[src/rtl/usb11_utmi_tx.sv]
// USB 1.1 UTMI transmit path: SYNC, bit-stuffed NRZI payload, then EOP.
// Full/low speed is picked per packet from utmi_xcvrselect_i.
module usb11_utmi_tx #(
  parameter int CLKS_PER_FS_BIT = 4,
  parameter int CLKS_PER_LS_BIT = 32
) (
  input  logic       clk_i,
  input  logic       rst_i,
  input  logic [1:0] utmi_xcvrselect_i,
  input  logic [7:0] utmi_data_i,
  input  logic       utmi_txvalid_i,
  output logic       utmi_txready_o,
  output logic       usb_dp_o,
  output logic       usb_dn_o,
  output logic       usb_oe_o,
  output logic       tx_busy_o
);
  localparam int MAXN = (CLKS_PER_LS_BIT > CLKS_PER_FS_BIT) ? CLKS_PER_LS_BIT : CLKS_PER_FS_BIT;
  localparam int TW   = $clog2(MAXN) + 1;
  localparam logic [TW-1:0] FS_RELOAD = TW'(CLKS_PER_FS_BIT - 1);
  localparam logic [TW-1:0] LS_RELOAD = TW'(CLKS_PER_LS_BIT - 1);

  typedef enum logic [2:0] {IDLE, SYNC, DATA, EOP_SE0, EOP_J} state_t;

  state_t        state_q, state_d;
  logic          ls_q, ls_d;
  logic [TW-1:0] timer_q, timer_d;
  logic [7:0]    shift_q, shift_d;
  logic [2:0]    bitcnt_q, bitcnt_d;
  logic [2:0]    ones_q, ones_d;
  logic          stuff_q, stuff_d;
  logic          lvl_q, lvl_d;      // line level before the current symbol, 1 = J
  logic          eop_q, eop_d;

  logic          tick, sym, need_stuff, txready, line_j, se0;
  logic [TW-1:0] reload;

  assign tick   = (timer_q == '0);
  assign reload = ls_q ? LS_RELOAD : FS_RELOAD;
  // NRZI: a 0 bit (or a stuffed bit) toggles the line, a 1 holds it
  assign sym    = (stuff_q || !shift_q[0]) ? ~lvl_q : lvl_q;
  // stuff count runs on payload bits only; SYNC leaves it clear
  assign need_stuff = (state_q == DATA) && !stuff_q && shift_q[0] && (ones_q == 3'd5);

  always_comb begin
    state_d  = state_q;
    ls_d     = ls_q;
    timer_d  = timer_q;
    shift_d  = shift_q;
    bitcnt_d = bitcnt_q;
    ones_d   = ones_q;
    stuff_d  = stuff_q;
    lvl_d    = lvl_q;
    eop_d    = eop_q;
    txready  = 1'b0;
    if (state_q != IDLE) timer_d = tick ? reload : timer_q - TW'(1);
    unique case (state_q)
      IDLE: begin
        if (utmi_txvalid_i) begin
          ls_d     = (utmi_xcvrselect_i == 2'b10);
          timer_d  = ls_d ? LS_RELOAD : FS_RELOAD;
          shift_d  = 8'h80;
          bitcnt_d = 3'd0;
          ones_d   = 3'd0;
          stuff_d  = 1'b0;
          lvl_d    = 1'b1;
          eop_d    = 1'b0;
          state_d  = SYNC;
        end
      end
      SYNC, DATA: begin
        if (tick) begin
          lvl_d = sym;
          if (stuff_q) begin
            stuff_d = 1'b0;
          end else if (state_q == DATA) begin
            if (!shift_q[0]) ones_d = 3'd0;
            else if (need_stuff) begin
              ones_d  = 3'd0;
              stuff_d = 1'b1;
            end else ones_d = ones_q + 3'd1;
          end
          // a pending stuff bit holds the bit pointer, so fetch waits for it
          if (!need_stuff) begin
            if (bitcnt_q == 3'd7) begin
              if (utmi_txvalid_i) begin
                shift_d  = utmi_data_i;
                bitcnt_d = 3'd0;
                txready  = 1'b1;
                state_d  = DATA;
              end else begin
                eop_d   = 1'b0;
                state_d = EOP_SE0;
              end
            end else begin
              shift_d  = {1'b0, shift_q[7:1]};
              bitcnt_d = bitcnt_q + 3'd1;
            end
          end
        end
      end
      EOP_SE0: begin
        if (tick) begin
          if (eop_q) state_d = EOP_J;
          else eop_d = 1'b1;
        end
      end
      EOP_J: begin
        if (tick) state_d = IDLE;
      end
      default: state_d = IDLE;
    endcase
  end

  always_ff @(posedge clk_i) begin
    if (rst_i) begin
      state_q  <= IDLE;
      ls_q     <= 1'b0;
      timer_q  <= '0;
      shift_q  <= 8'h00;
      bitcnt_q <= 3'd0;
      ones_q   <= 3'd0;
      stuff_q  <= 1'b0;
      lvl_q    <= 1'b1;
      eop_q    <= 1'b0;
    end else begin
      state_q  <= state_d;
      ls_q     <= ls_d;
      timer_q  <= timer_d;
      shift_q  <= shift_d;
      bitcnt_q <= bitcnt_d;
      ones_q   <= ones_d;
      stuff_q  <= stuff_d;
      lvl_q    <= lvl_d;
      eop_q    <= eop_d;
    end
  end

  always_comb begin
    line_j = 1'b1;
    if (state_q == SYNC || state_q == DATA) line_j = sym;
    se0 = (state_q == EOP_SE0);
  end

  // low speed swaps the J/K polarity of the pair
  assign usb_dp_o       = se0 ? 1'b0 : (line_j ^ ls_q);
  assign usb_dn_o       = se0 ? 1'b0 : ~(line_j ^ ls_q);
  assign usb_oe_o       = (state_q != IDLE);
  assign tx_busy_o      = (state_q != IDLE);
  assign utmi_txready_o = txready;
endmodule
[config.mk]
export PLATFORM = sky130hd
export DESIGN_NAME = usb11_utmi_tx
export DESIGN_NICKNAME = d
export VERILOG_FILES = /design/src/rtl/usb11_utmi_tx.sv
export SDC_FILE = /design/constraint.sdc
export NUM_CORES = 1
export LEC_CHECK = 0
export CAP_MARGIN = 20
export CORE_AREA = 2 2 61 63
export DETAILED_ROUTE_END_ITERATION = 8
export DIE_AREA = 0 0 63 65
export DONT_BUFFER_PORTS = 1
export PLACE_DENSITY = 0.64
export SYNTH_ARGS = -nofsm -noshare
export SYNTH_HDL_FRONTEND = slang
export SYNTH_SLANG_ARGS = --single-unit
[constraint.sdc]
create_clock -name clk_i -period 4.7 [get_ports clk_i]
set_input_delay 0.94 -clock clk_i [delete_from_list [all_inputs] [get_ports clk_i]]
set_output_delay 0.94 -clock clk_i [all_outputs]
set_load 0.1 [all_outputs]
# [After elaboration in Yosys (flattened, before gate mapping)]
# Index checks and enable logic that the tools add are counted.
[totals] reg_bits=27 input_bits=13 output_inout_bits=5
[classes] n_addsub=3 eq_ne=18 n_mux=58 bitwise=3 reduce_logical=20
[ops] operator="two-way mux 3 bit" n=17
[ops] operator="two-way mux 8 bit" n=5
[ops] operator="two-way mux 6 bit" n=4
[ops] operator="two-way mux 1 bit" n=23
[ops] operator="!= test 2 bit, second input constant" n=10
[ops] operator="one-hot mux 8 bit (2 select lines)" n=1
[ops] operator="AND reduction 7 bit" n=2
[ops] operator="one-hot mux 3 bit (2 select lines)" n=2
[ops] operator="one-hot mux 3 bit (4 select lines)" n=1
[ops] operator="two-way mux 5 bit" n=2
[ops] operator="AND reduction 5 bit" n=2
[ops] operator="== test 3 bit, second input constant" n=3
[ops] operator="adder 3 x 1 -> 3 bit, second input constant" n=2
[ops] operator="== test 3 x 2 -> 1 bit, second input constant" n=2
[ops] operator="zero test 6 bit" n=1
[ops] operator="AND reduction 3 bit" n=2
[ops] operator="nonzero test 3 bit" n=2
[ops] operator="subtractor 6 x 1 -> 6 bit, second input constant" n=1
[ops] operator="one-hot mux 1 bit (2 select lines)" n=2
[ops] operator="== test 3 x 1 -> 1 bit, second input constant" n=1
[ops] operator="logical AND 1 bit" n=3
[ops] operator="zero test 3 bit" n=1
[ops] operator="!= test 3 bit, second input constant" n=1
[ops] operator="one-hot mux 1 bit (3 select lines)" n=1
[ops] operator="8 further kinds" n=11

# [Depth between registers and ports, before layout]
# Gate-level depths: netlist (run 1).
[depth] ltp_word=10 depth_mapped=8 depth_no_buf=7

# [Worst setup path before layout (run 1)]
# OpenSTA, ideal clock, no wires.
[synth_timing] path_kind="register to output" startpoint="reg timer_q[0]" endpoint="out utmi_txready_o" arrival_time_ps=4346 t_required_ps=3760 setup_slack_ps=-586 stages_incl_launch_ff=7 n_path_buf=1 cell_sequence="dfxtp_1 -> inv_1 -> ha_1 -> or4b_4 -> or2_2 -> buf_2 -> nor4_1"
[synth_between] elab_chain_cells=3
[synth_rtl] item="start, declared" line_no="27" rtl="logic [TW-1:0] timer_q, timer_d;"
[synth_rtl] item="start signal, assigned" line_no="129" rtl="timer_q <= timer_d;"
[synth_rtl] item="zero test 6 bit" line_no="38" rtl="assign tick = (timer_q == '0);"
[synth_rtl] item="two-way mux 1 bit" line_no="72" rtl="if (tick) begin"
[synth_rtl] item="two-way mux 1 bit" line_no="57" rtl="unique case (state_q)"
[synth_rtl] item="end, declared" line_no="12" rtl="output logic utmi_txready_o,"
# No other way between the ends.

# [Worst setup path in the final report (run 1)]
[layout_timing] startpoint="reg state_q[0]" endpoint="out usb_dp_o"
[layout_between] elab_chain_cells=5 word_cells_on_any_way=7 classes_between="3 x eq/ne; 2 x mux; 1 x bitwise; 1 x reduce/logical"
[layout_rtl] item="start, declared" line_no="25" rtl="state_t state_q, state_d;"
[layout_rtl] item="start signal, assigned" line_no="127" rtl="state_q <= state_d;"
[layout_rtl] item="== test 3 x 1 -> 1 bit / == test 3 x 2 -> 1 bit (equally long branches)" line_no="141" rtl="if (state_q == SYNC || state_q == DATA) line_j = sym;"
[layout_rtl] item="logical OR 1 bit" line_no="141"
[layout_rtl] item="two-way mux 1 bit" line_no="141"
[layout_rtl] item="bitwise XOR 1 bit" line_no="146" rtl="assign usb_dp_o = se0 ? 1'b0 : (line_j ^ ls_q);"
[layout_rtl] item="two-way mux 1 bit (*)" line_no="146"
[layout_rtl] item="end, declared" line_no="13" rtl="output logic usb_dp_o,"
# Mark *: on every way between the ends. The rest lies on a longest branch, timed or not.

==> results of run 1 <==
[logic make-up after synthesis]
family | Yosys count | share of synthesized area
flip-flops | 27 | 0.325
buffers and inverters | 22 | 0.0578
adder cells (fa/ha/maj) | 6 | 0.0451
XOR/XNOR | 2 | 0.0105
AND/OR/NAND/NOR | 80 | 0.263
AO/OA/AOI/OAI | 50 | 0.191
multiplexers | 17 | 0.108
[worst min-delay path, cell delays in order, from the launching register on]
cell and delay, ps:
dfxtp_1 330, inv_1 60, a21oi_1 60
[state kept, by name, indices dropped and copies added, names as in the netlist]
| signal | cells |
|---|---|
| shift_q | 8 |
| timer_q | 6 |
| bitcnt_q | 3 |
| ones_q | 3 |
| state_q | 3 |
| eop_q | 1 |
| ls_q | 1 |
| lvl_q | 1 |
| stuff_q | 1 |
[final cells by class]
class                   instances  area [sq um]  share of cell area
inverters                      10          37.5              0.0218
repair buffers                  1          7.51             0.00436
clock buffers                   4          26.3              0.0153
well taps                      48          60.1              0.0349
multi-input cells             155          1050               0.610
flip-flops and latches         27           541               0.314
[layer usage]
metal / GRT usage / up-vias / share of wire / routed length (um)
met1: 0.238 / 690 / 0.47 / 1650
met2: 0.331 / 28 / 0.48 / 1700
met4: 0.0556 / 0 / 0.0082 / 29
met5: 0 / - / 0 / 0
li1: - / 727 / - / -
met3: 0.0382 / 4 / 0.043 / 153
[path summary, 6_finish.rpt]
| path | from | slack (ps) | depth (start not counted) | endpoint |
|---|---|---|---|---|
| setup / recovery | state_q[0] | 1270 | 3 | usb_dp_o |
| hold / removal | shift_q[7] | 470 | 2 | shift_q[7] |
| setup reg to reg | state_q[0] | 1930 | 6 | timer_q[2] |
| hold reg to reg | shift_q[7] | 470 | 2 | shift_q[7] |
[stage by stage]
stage	power (mW)	utilization	area (sq um)	cells
floorplan	0.442	-	1670	204
global placement	0.459	0.485	1700	241
detailed placement	0.462	0.485	1700	241
CTS	0.563	0.492	1720	245
global route	0.597	0.492	1720	245
finish	0.563	0.492	1720	245
[placed cells by master (no fill, tap or decap), types with 5 or more instances in the layout]
master    n
mux2_2    8
nor2_1   17
nor3_1    7
nand2_1  24
a21oi_1  17
nor2b_1   5
dfxtp_1  27
o21ai_0  10
ha_1      6
inv_1     9
mux2i_1   9
[power groups by stage]
stage	sequential, mW	clock, mW	combinational [mW]
detailed placement	0.266	0	0.196
global placement	0.265	0	0.193
CTS	0.261	0.105	0.197
global route	0.264	0.117	0.216
finish	0.262	0.105	0.196
floorplan	0.254	0	0.188
==> key figures, run 1 <==
Floorplanning
  – Core area: between 3000 and 4000 sq um
  – Die height: around 65 um
  – Starting Density: 0.476
  – DIE AREA: just over 4000 sq um
  – Rows: 22
  – Die Wd: roughly 63 um
  – Num ports: 18

Critical path
  – Critical path class: reg -> out
  – Arrival time at the worst endpoint: between 2000 and 2500 ps
  – Buffers & Inverters on Critical Path: 0
  – CP peak stage delay: around 900 ps
  – Critical path capture point type: output port
  – Max FO, Critical Path: 20
  – Worst path required time: about 3800 ps
  – Worst-path cell chain: nor2_1 -> nor3b_1 -> a2bb2oi_2
  – Slowest cell on the critical path: a2bb2oi_2
  – Critical path's top delay family: compound AO/OA/AOI/OAI gates
  – Crit path launch type: register

Logic synthesis
  – Post-synth net total: about 220
  – Prevailing post-synth register cell: dfxtp_1
  – Share of the synthesized area in the top cell type: 0.325
  – EDFF count, synth: 0
  – Synthesized cell area: approximately 1700 sq um
  – Top cells by count, synth: dfxtp_1, nand2_1, a21oi_1, nor2_1, o21ai_0
  – Cells after Synth: 204
  – Synth area leaders: dfxtp_1, mux2i_1, mux2_2
  – Async SR Flop Fraction: 0
  – Count leader, synth: dfxtp_1
  – Synth area leader: dfxtp_1
  – Avg Cell Area, Syn: ~8.2 sq um
  – #FFs+latches synth: 27
  – Synthesis Warnings: 0
  – Synth unique cells: 47
  – Seq/Total Area, Yosys: 0.325

Placement
  – Port Buffers: 0
  – HPWL after detailed placement: around 2600 um
  – Post-Place Worst Slack: approximately 1700 ps
  – Routability cong.: 0.830

Pwr
  – Internal power: approximately 330 uW
  – Clock share of power: 0.186
  – P_leak: about 0.6 nW
  – Max IR drop VDD: 0.142 mV
  – Switching Fraction: 0.406
  – Reg power frac: 0.465
  – Pwr dens: between 300 and 400 nW/um^2
  – Logic gate share of total power: 0.349
  – NetSw: approximately 230 uW

STA
  – Slew margin rel.: 0.217
  – Slew @ Worst Pin: ~1200 ps
  – Worst Setup Slack, final: ~1300 ps
  – Fmax: around 0.29 GHz
  – Final setup skew: ~2.2 ps
  – Post-layout minimum cycle time: about 3400 ps
  – Fin Setup TNS: 0 ps
  – Count of pins over their slew limit: 0
  – RSZ-0062 raised after global routing: no
  – # setup viols final: 0
  – Part of the cycle the worst path needs: 0.730
  – Final Hold Vio Count: 0
  – Worst Hold Slack: around 470 ps

Clock network
  – CTS H-tree lvls: 1
  – Clock latency at the later pin of the worst-skew pair: between 300 and 400 ps
  – CTS sink cnt: 27
  – Hold buffers post-CTS: 0
  – CTS max path bufs: 2
  – Total CTS buffers: 3
  – Post-CTS Setup Bufs: 0
  – Post-cts sizing count: 0
  – Root Driver: clkbuf_4
  – CTS tree: done
  – Clock Pin Slew Worst Setup and Hold Paths: around 150 ps

Global routing
  – GRT overflow: 0
  – Pin count of the biggest net entering global routing: 21
  – Gr usage total: 0.191
  – First-pass GRT wire length: around 6400 um
  – Initial antenna violation count: 0
  – Vias in the first global route: 1455

Drt
  – Routed vias: 1449
  – WL per Instance: 14.4 um
  – Starting DRT DRC Count: 58
  – Routed Antenna Nets: 0
  – Vias per cell: ~5.9
  – Post-Route WL: roughly 3500 um
  – DRC: 0
  – First-pass DRT Iterations: 4

Cells and area
  – Synthesis-to-layout area growth: 3.38%
  – Nets: 217
  – Antenna fix cells: 0
  – Share of cells above drive strength 1: 0.122
  – Fillers: between 300 and 400

Job
  – Max-cap violations: 0

Run status
  – Status: finished clean

Min path
  – Worst hold path class: reg -> reg
No activity file was read; power rests on OpenSTA's default activity.
==> run 2, diff against run 1 <==
--- a/config.mk
+++ b/config.mk
@@ -10,7 +10,7 @@
 export DETAILED_ROUTE_END_ITERATION = 8
 export DIE_AREA = 0 0 63 65
 export DONT_BUFFER_PORTS = 1
-export PLACE_DENSITY = 0.64
+export PLACE_DENSITY = 0.66
 export SYNTH_ARGS = -nofsm -noshare
 export SYNTH_HDL_FRONTEND = slang
 export SYNTH_SLANG_ARGS = --single-unit
==> constraint.sdc (replaced) <==
create_clock -name clk_i -period 3 [get_ports clk_i]
set_input_delay 0.6 -clock clk_i [delete_from_list [all_inputs] [get_ports clk_i]]
set_output_delay 0.6 -clock clk_i [all_outputs]
set_load 0.1 [all_outputs]
==> key figures, run 2 (synthesis gave the netlist of run 1 again) <==
Clock network
  – Total CTS buffers: 3
  – Hold buffers post-CTS: 0
  – CTS H-tree lvls: 1
  – Clock latency at the later pin of the worst-skew pair: between 300 and 400 ps
  – CTS max path bufs: 2
  – CTS tree: done
  – Clock Pin Slew Worst Setup and Hold Paths: about 160 ps
  – CTS sink cnt: 27
  – Root Driver: clkbuf_4

Global routing
  – Pin count of the biggest net entering global routing: 21
  – First-pass GRT wire length: 6330 um
  – Vias in the first global route: between 1000 and 1500
  – Gr usage total: 0.194
  – Initial antenna violation count: 0
  – GRT overflow: 0

Drt
  – Routed vias: roughly 1500
  – DRC: 0
  – Vias per cell: slightly below 6
  – Post-Route WL: roughly 3800 um
  – WL per Instance: 14.9 um
  – First-pass DRT Iterations: 6
  – Starting DRT DRC Count: 75
  – Routed Antenna Nets: 0

Floorplanning
  – Die Wd: approximately 63 um
  – Die height: around 65 um
  – Rows: 22
  – Num ports: 18
  – Core area: 3500 sq um
  – Starting Density: 0.476
  – DIE AREA: between 4000 and 5000 sq um

Cells and area
  – Share of cells above drive strength 1: 0.165
  – Final Cell Area: approximately 1800 sq um
  – Non-filler cells, final: 254
  – Largest regs: shift_q (8), timer_q (6)
  – Antenna fix cells: 0
  – Max FFs per register: 8
  – Synthesis-to-layout area growth: 7.89%
  – Most frequent cells in the layout: dfxtp_1, nand2_1, a21oi_1, nor2_1, o21ai_0
  – Fin util: 0.514
  – Nets: 226
  – Commonest non-fill, non-tap cell in the layout: dfxtp_1
  – Top reg by flops: shift_q

Min path
  – Hold path cells: 1
  – Worst hold path class: in -> reg
  – Hold EP: timer_q[4]
  – Hold path startpoint: rst_i

Pwr
  – P_leak: roughly 0.66 nW
  – Reg power frac: 0.441
  – Max IR drop VDD: ~0.19 mV
  – Logic gate share of total power: 0.381
  – Internal power: 553 uW
  – Clock share of power: 0.179
  – Total chip power: approximately 930 uW
  – Pwr dens: approximately 520 nW/um^2
  – Switching Fraction: 0.405
  – NetSw: around 380 uW

Critical path
  – Reg-to-Reg Start: timer_q[0]
  – Max FO, Critical Path: 6
  – R2r worst-path depth: 7
  – Arrival time at the worst endpoint: ~2300 ps
  – Critical path capture point type: output port
  – Crit path launch type: register
  – Worst path required time: roughly 2400 ps
  – Critical path class: reg -> out
  – Worst r2r dst: ones_q[2]
  – R2r setup slk: 660 ps

STA
  – RSZ-0062 raised after global routing: no
  – Worst Setup Slack, final: between 90 and 100 ps
  – # setup viols final: 0
  – Worst Hold Slack: between 300 and 400 ps
  – Part of the cycle the worst path needs: 0.970
  – Slew @ Worst Pin: ~680 ps
  – Final setup skew: just under 9 ps
  – Fmax: approximately 0.34 GHz
  – Post-layout minimum cycle time: approximately 2900 ps
  – Final Hold Vio Count: 0
  – Count of pins over their slew limit: 0
  – Slew margin rel.: 0.548
  – Fin Setup TNS: 0 ps

Placement
  – Placed cell areas: 1740 sq um
  – Post-Place Worst Slack: approximately 330 ps
  – Routability cong.: ~0.84
  – Port Buffers: 0
  – Placed insts: 247
  – HPWL after detailed placement: between 2000 and 3000 um

Job
  – Max-cap violations: 0

Run status
  – Status: finished clean
run 2: worst max path at each step:
stage                           from             end  slack (ps)  cells after the start
after floorplan           timer_q[0]  utmi_txready_o        -140                      6
after global placement    timer_q[0]  utmi_txready_o         390                      6
after detailed placement  timer_q[0]  utmi_txready_o         330                      6
after CTS                 timer_q[0]  utmi_txready_o          90                      6
after global routing      timer_q[0]  utmi_txready_o           5                      6
final                     timer_q[0]  utmi_txready_o          90                      6
run 2: final cells by class:
cell class | instances | area (sq um)
Tap cell | 48 | 60.1
Timing Repair Buffer | 10 | 78.8
Inverter | 10 | 37.5
Sequential cell | 27 | 541
Multi-Input combinational cell | 155 | 1050
Clock buffer | 3 | 22.5
Fill cell | 359 | 1700
Clock inverter | 1 | 5.00
run 2: what timing repair did:
item | 4_1_cts | 5_1_grt
buffers inserted | 0 | 3
setup endpoints to repair | 1 | 1
gates resized for setup | 2 | 0
pin swaps | 0 | 1
run 2: worst max-delay path, cell delays in order (launching register included):
cell and delay (ps):
dfxtp_1 360, inv_1 90, ha_1 190, or4b_4 530, or2_4 320, nor4_4 220, buf_6 260
run 2: power by group through the flow:
| stage | logic (mW) | registers [mW] | clock network [mW] |
|---|---|---|---|
| detailed placement | 0.332 | 0.417 | 0 |
| CTS | 0.335 | 0.409 | 0.168 |
| floorplan | 0.300 | 0.398 | 0 |
| global placement | 0.322 | 0.415 | 0 |
| global route | 0.379 | 0.414 | 0.183 |
| finish | 0.354 | 0.410 | 0.166 |
run 2: layer usage:
metal | up-vias | routed length [um] | track usage
met4 | 0 | 89 | 0.0861
met5 | - | 0 | 0
met2 | 37 | 1860 | 0.342
met3 | 8 | 156 | 0.0365
met1 | 715 | 1670 | 0.229
li1 | 743 | - | -
